===== config.mk =====
export PLATFORM = sky130hd
export DESIGN_NAME = activation_cache
export DESIGN_NICKNAME = d
export VERILOG_FILES = /design/src/rtl/activation_cache.sv
export SDC_FILE = /design/constraint.sdc
export NUM_CORES = 2
export LEC_CHECK = 0
export CORE_UTILIZATION = 60
export DETAILED_ROUTE_END_ITERATION = 16
export GPL_ROUTABILITY_DRIVEN = 0
export PLACE_DENSITY = 0.84
export SLEW_MARGIN = 5
export SYNTH_ARGS = -nofsm -noshare
export SYNTH_HDL_FRONTEND = slang
export SYNTH_SLANG_ARGS = --single-unit

===== constraint.sdc =====
create_clock -name clk -period 12.4 [get_ports clk]
set_input_delay 3.1 -clock clk [delete_from_list [all_inputs] [get_ports clk]]
set_output_delay 3.1 -clock clk [all_outputs]
set_load 0.05 [all_outputs]

===== src/rtl/activation_cache.sv =====
// activation_cache
//   Causal dilated tap cache. Keeps the last 3*DILATION+1 eight-channel
//   activation vectors in a circular buffer. For every accepted vector it
//   presents four taps at ages 3*DILATION, 2*DILATION, DILATION and 0 on
//   a0..a3, with a one-cycle out_v pulse. Taps reaching past the recorded
//   history read as zero (causal zero padding).
// Ports:
//   clk, rst         single clock, synchronous active-high reset
//   inp_v/inp_ready  input handshake, one vector per 3 cycles
//   inp_d0..inp_d7   signed input channels (W bits, passed bit-exact)
//   a0_d*..a3_d*     taps, oldest (a0) to current (a3); hold between pulses
//   out_v            one-cycle pulse when all taps update
module activation_cache #(
  parameter int W        = 16,
  parameter int DILATION = 1
) (
  input  logic         clk,
  input  logic         rst,
  input  logic         inp_v,
  output logic         inp_ready,
  input  logic [W-1:0] inp_d0, inp_d1, inp_d2, inp_d3,
  input  logic [W-1:0] inp_d4, inp_d5, inp_d6, inp_d7,
  output logic [W-1:0] a0_d0, a0_d1, a0_d2, a0_d3, a0_d4, a0_d5, a0_d6, a0_d7,
  output logic [W-1:0] a1_d0, a1_d1, a1_d2, a1_d3, a1_d4, a1_d5, a1_d6, a1_d7,
  output logic [W-1:0] a2_d0, a2_d1, a2_d2, a2_d3, a2_d4, a2_d5, a2_d6, a2_d7,
  output logic [W-1:0] a3_d0, a3_d1, a3_d2, a3_d3, a3_d4, a3_d5, a3_d6, a3_d7,
  output logic         out_v
);
  localparam int DEPTH = 3*DILATION + 1;
  localparam int PW    = (DEPTH > 1) ? $clog2(DEPTH) : 1;

  typedef logic [7:0][W-1:0] vec_t;
  typedef enum logic [1:0] {IDLE, READ, EMIT} state_t;

  state_t            state_q, state_d;
  logic [PW-1:0]     wr_ptr_q, wr_ptr_d;
  logic [PW-1:0]     fill_q, fill_d;
  logic [2:0][PW-1:0] idx_q, idx_d;
  logic [2:0][PW-1:0] off;
  vec_t              hold_q, hold_d;
  vec_t [2:0]        rd_q, rd_d;
  vec_t [3:0]        tap_q, tap_d;
  logic              out_v_q, out_v_d;
  vec_t              mem [DEPTH];
  vec_t              inp_vec;

  assign inp_vec   = {inp_d7, inp_d6, inp_d5, inp_d4, inp_d3, inp_d2, inp_d1, inp_d0};
  assign inp_ready = (state_q == IDLE);
  assign out_v     = out_v_q;

  // Age of tap k in samples; also the history needed before tap k is real.
  for (genvar g = 0; g < 3; g++) begin : g_off
    assign off[g] = PW'((3 - g) * DILATION);
  end

  always_comb begin
    state_d  = state_q;
    wr_ptr_d = wr_ptr_q;
    fill_d   = fill_q;
    idx_d    = idx_q;
    hold_d   = hold_q;
    rd_d     = rd_q;
    tap_d    = tap_q;
    out_v_d  = 1'b0;
    case (state_q)
      IDLE: if (inp_v) begin
        hold_d = inp_vec;
        // Modulo DEPTH without division: wrap by adding DEPTH on underflow.
        // The add may overflow PW bits, but the true result is < DEPTH so the
        // truncated sum is still exact.
        for (int k = 0; k < 3; k++)
          idx_d[k] = (wr_ptr_q >= off[k]) ? wr_ptr_q - off[k]
                                          : wr_ptr_q + PW'(DEPTH) - off[k];
        state_d = READ;
      end
      READ: begin
        for (int k = 0; k < 3; k++)
          rd_d[k] = (fill_q < off[k]) ? '0 : mem[idx_q[k]];
        state_d = EMIT;
      end
      EMIT: begin
        // a3 comes from the holding register, never from memory.
        tap_d    = {hold_q, rd_q[2], rd_q[1], rd_q[0]};
        out_v_d  = 1'b1;
        wr_ptr_d = (wr_ptr_q == PW'(DEPTH - 1)) ? '0 : wr_ptr_q + PW'(1);
        fill_d   = (fill_q == off[0]) ? fill_q : fill_q + PW'(1);
        state_d  = IDLE;
      end
      default: state_d = IDLE;
    endcase
  end

  always_ff @(posedge clk) begin
    if (rst) begin
      state_q  <= IDLE;
      wr_ptr_q <= '0;
      fill_q   <= '0;
      idx_q    <= '0;
      hold_q   <= '0;
      rd_q     <= '0;
      tap_q    <= '0;
      out_v_q  <= 1'b0;
    end else begin
      state_q  <= state_d;
      wr_ptr_q <= wr_ptr_d;
      fill_q   <= fill_d;
      idx_q    <= idx_d;
      hold_q   <= hold_d;
      rd_q     <= rd_d;
      tap_q    <= tap_d;
      out_v_q  <= out_v_d;
    end
  end

  // Storage is never cleared; stale slots are masked by fill.
  always_ff @(posedge clk) begin
    if (!rst && inp_ready && inp_v) mem[wr_ptr_q] <= inp_vec;
  end

  assign a0_d0 = tap_q[0][0]; assign a0_d1 = tap_q[0][1]; assign a0_d2 = tap_q[0][2]; assign a0_d3 = tap_q[0][3];
  assign a0_d4 = tap_q[0][4]; assign a0_d5 = tap_q[0][5]; assign a0_d6 = tap_q[0][6]; assign a0_d7 = tap_q[0][7];
  assign a1_d0 = tap_q[1][0]; assign a1_d1 = tap_q[1][1]; assign a1_d2 = tap_q[1][2]; assign a1_d3 = tap_q[1][3];
  assign a1_d4 = tap_q[1][4]; assign a1_d5 = tap_q[1][5]; assign a1_d6 = tap_q[1][6]; assign a1_d7 = tap_q[1][7];
  assign a2_d0 = tap_q[2][0]; assign a2_d1 = tap_q[2][1]; assign a2_d2 = tap_q[2][2]; assign a2_d3 = tap_q[2][3];
  assign a2_d4 = tap_q[2][4]; assign a2_d5 = tap_q[2][5]; assign a2_d6 = tap_q[2][6]; assign a2_d7 = tap_q[2][7];
  assign a3_d0 = tap_q[3][0]; assign a3_d1 = tap_q[3][1]; assign a3_d2 = tap_q[3][2]; assign a3_d3 = tap_q[3][3];
  assign a3_d4 = tap_q[3][4]; assign a3_d5 = tap_q[3][5]; assign a3_d6 = tap_q[3][6]; assign a3_d7 = tap_q[3][7];
endmodule


**Word-level counts from Yosys, hierarchy flattened**

Memory sizes are Yosys's and may differ from the RTL's. A register that Yosys moved wholly into a read port is not among the register bits.
Cells that the tools add are included.

- Memories kept: 1
- Memory bits (writable): 512
- Logic and storage cells: 107
- Output and inout bits: 514
- Input port bits: 131
- Latch bits: 0
- Memory bits (read-only): 0
- Register bits after elaboration: 1037

- Reduce and logical (&&, ||, !) cells: 6
- Bitwise logic cells: 1
- Equality and inequality tests: 5
- Divide/modulo/power cells: 0
- Muxes and demuxes: 15
- Order comparisons: 3
- $mul: 0
- Add/subtract/negate cells: 5
- Shift operators: 0

Memories:

| name | depth | width | rd ports | clocked after memory_dff | write ports | RTL line | source |
|---|---|---|---|---|---|---|---|
| mem | 4 | 128 | 3 | 3 | 1 | 44 | `vec_t mem [DEPTH];` |

Operators by type and width:

| kind | count |
|---|---|
| $mux W128 | 3 |
| $mux W2 | 8 |
| $eq A2 B2 Y1 const B | 3 |
| $add A2 B1 Y2 const B | 2 |
| $lt A2 B2 Y1 const B | 2 |
| $pmux W2 S2 | 1 |
| $reduce_and A2 Y1 | 2 |
| $sub A2 B2 Y2 const B | 2 |
| $mux W1 | 3 |
| $eq A2 B1 Y1 const B | 1 |
| $logic_and A1 B1 Y1 | 2 |
| $logic_not A2 Y1 | 1 |
| $lt A2 B1 Y1 const B | 1 |
| $ne A2 B2 Y1 const B | 1 |
| $sub A2 B1 Y2 const B | 1 |
| $logic_not A1 Y1 | 1 |
| $not A1 Y1 | 1 |

**Logic depth before layout (Yosys ltp)**

- Word-level depth: 5
- Gate-level depth with buffers: 8
- Depth with buffers taken out: 4

**Least setup slack after synthesis**

No wires, ideal clock.

- Path type: input to register
- Start: in inp_v
- End: mem mem[3][0] in the netlist's numbering, enable pin
- Arrival time: 6772 ps
- Cell stages on the path: 5
- Path slack: 5126 ps
- Path buffers: 2
- Cells stage by stage: or3b_1 -> buf_2 -> buf_6 -> nor2_4 -> and2_1

- Word-level cells in the longest chain between the ends: 3

RTL lines:

| element | RTL line | source |
|---|---|---|
| start: declaration | 19 | `input logic inp_v,` |
| $logic_and A1 B1 Y1 | 117 | `if (!rst && inp_ready && inp_v) mem[wr_ptr_q] <= inp_vec;` |
| $mux W1 | 117 |  |
| $mux W1 (not written as such) | 117 |  |
| end: declaration | 44 |  |

No other way between the ends.

**Worst setup path after layout**

- Start: in inp_v
- End: mem mem[2][122] in the netlist's numbering, enable pin

The elaborated chain is that of the path after synthesis.

==> out/qor.txt <==
Syn Area/Cell = 11.8 sq um
Tot Pwr = 10.6 mW
DR pass1 iterations = 6
mapped cell area = 0.0580 sq mm
hold buffer count at CTS = 0
drt drc = 0
peak supply drop = 0.000124 V
highest-count cells in the layout ignoring fill and taps = 1288 x nand2_1, 1036 x dfxtp_1, 645 x a21oi_1
reg2reg start = state_q[0]
All-Layer GR Usage = 0.320
Root Driver = clkbuf_16
Via Count = 41300
PwrDens = 152 mW/mm^2
vias in the first global route = 41100
Max-slew headroom = 0.117
worst slew pin tran = 1.33 ns
CTS-repair resized insts = 0
Min-Delay Path Depth = 2
DIE HEIGHT = 313 um
largest net degree at the start of global routing = 215
final setup fails = 0
CTS HTree Levels = 4
Slew Viols, Final = 0
CTS tree = built
Finished Cell Area = 0.0696 sq mm
syn_nets = 5073
share of cells above drive strength 1 = 0.0766
clock buffer depth = 3
met2 wire length = 77400 um
post-synthesis sequential area ratio = 0.624
grt total ovfl = 0
Starting Density = 0.608
Tcrit/Tclk final = 0.526
hold_sp = rd_q[76]
Layout area overhead = 19.8%
number of routed nets with antenna violations = 0
Largest regs = mem (512), rd_q (384), hold_q (128)
CTS Sinks = 1553
Mapped Cells = 4936
worst clock skew = 0.0273 ns
Area after DPL = 0.0645 sq mm
number of cells after detailed placement = 6503
Clock Latency Late Sink = 0.76 ns
most common cell after layout, fill and taps aside = nand2_1
Pleak = 23.2 nW
Avg WL per Cell = 23.5 um
status = completed
Required @ worst endpoint = 12.76 ns
worst hold path class = flop to flop
crit start category = primary input
die area = 0.0980 sq mm
Yosys cell types = 29
final hold violations = 0
number of vias per cell = 6.08
Die Span X = 313 um
number of flip-flops in the largest register = 512
R2R cell count = 6
R2R Setup Slk = 8.11 ns
Initial DRC Count = 3759
final std cells w/o fill = 6788
max cap viols = 0
WL met1 = 60700 um
Worst Hold Path EP = a0_d4[12]
floorplan row count = 113
Post-Route Setup TNS = 0 ns
antenna violations before repair = 1
nets = 5528
Crit path arrival time = 6.88 ns
setup bufs post-CTS = 0
Top Metal Used = met4
pre-CTS setup slack = 5.19 ns
DP HPWL = 95500 um
IO Port Bufs = 644
num ports = 645
f_max = 153 MHz
CTS Buf Count = 151
RSZ-0062 raised after global routing = no
wire length on met3 = 12400 um
Yosys reg bits = 1553
post-route minimum period = 6.52 ns
worst r2r dst = mem[2][122]
Worst-path clk slew = 0.06 ns
Reg with most FFs = mem
CP max FO = 65
yosys warns = 0
core area = 0.0954 sq mm
first-pass GRT wire length = 241000 um
setup ws final = 5.88 ns
Crit. End Element = flop
final wirelength = 160000 um
type of the worst setup path = primary input to flop
-- layer usage --
layer,global-route usage,up-vias
li1,-,18500
met5,0,-
met2,0.528,1988
met4,0.184,0
met3,0.0554,471
met1,0.398,20300
-- layout make-up --
class	count	area, sq um
inverter	5	18.8
timing repair buffer	690	6860
clock inverter	48	508
fill	6109	25900
tap	1265	1580
multi-input combinational	2990	19800
clock buffer	234	4600
sequential	1553	36200
antenna	3	7.51
-- cell usage after synthesis --
cell type     n  area share
a211oi_1      1     0.00013
nand2_1    1288       0.083
buf_6        25      0.0049
inv_1         5     0.00032
or3_1         1     0.00011
nor2_4        1     0.00019
edfxtp_1    512        0.26
mux2i_1     513       0.088
dfxtp_1    1041        0.36
clkbuf_1     83      0.0054
buf_4        50      0.0065
buf_1        16      0.0010
nor2b_1       1     0.00011
a22o_1      384       0.058
and2b_1       1     0.00013
a21oi_4       1     0.00028
xnor2_1       1     0.00015
nor4b_2       1     0.00026
nor2_1        6     0.00039
and2_1        5     0.00054
mux4_2      128       0.050
nor3b_1       2     0.00026
a21oi_1     645       0.056
nor3b_2       2     0.00043
o21ai_0       1    0.000086
buf_2       214       0.018
or3b_1        1     0.00015
nand2b_1      1     0.00011
ha_1          6      0.0013
-- cell families (layout without fill, tap and decap cells) --
logic type	count (synthesis)	count (layout)	share of synthesized area
flops	1553	1553	0.624
compound gates	1032	1032	0.114
mux	641	641	0.138
other cells	0	3	0
xor+xnor	1	1	0.000151
fa+ha+maj	6	6	0.00129
buf+inv	393	977	0.0365
simple gates	1310	1310	0.0860
-- critical path, cell delays in order --
cell	delay, ns
clkdlybuf4s50_1	0.48
or3b_4	0.37
buf_4	0.38
nor2_4	0.27
and2_4	0.61
buf_4	0.71
buf_4	0.80
-- per-stage QoR --
stage	util	hold slack [ns]
4_1_cts	0.729	0.444
5_1_grt	0.729	0.450
3_5_place_dp	0.675	0.443
6_report	0.729	0.447
3_3_place_gp	0.675	0.432
2_1_floorplan	-	0.432
-- power by group --
part	switching (mW)	internal (mW)	leakage, nW
sequential	0.0528	5.32	13.0
clock	1.94	2.68	2.51
combinational	0.397	0.220	7.69
total	2.39	8.21	23.2
-- how the worst max path moves through the flow --
stage | to | depth (start not counted) | slack, ns | from
3_5_place_dp | mem[2][87] | 7 | 5.19 | inp_v
4_1_cts | mem[2][83] | 7 | 5.97 | inp_v
3_3_place_gp | mem[2][87] | 7 | 5.24 | inp_v
5_1_grt | mem[2][113] | 7 | 5.80 | inp_v
2_1_floorplan | mem[3][0] | 5 | 5.13 | inp_v
6_report | mem[2][122] | 7 | 5.88 | inp_v
Power figures use the tool's default switching activity.
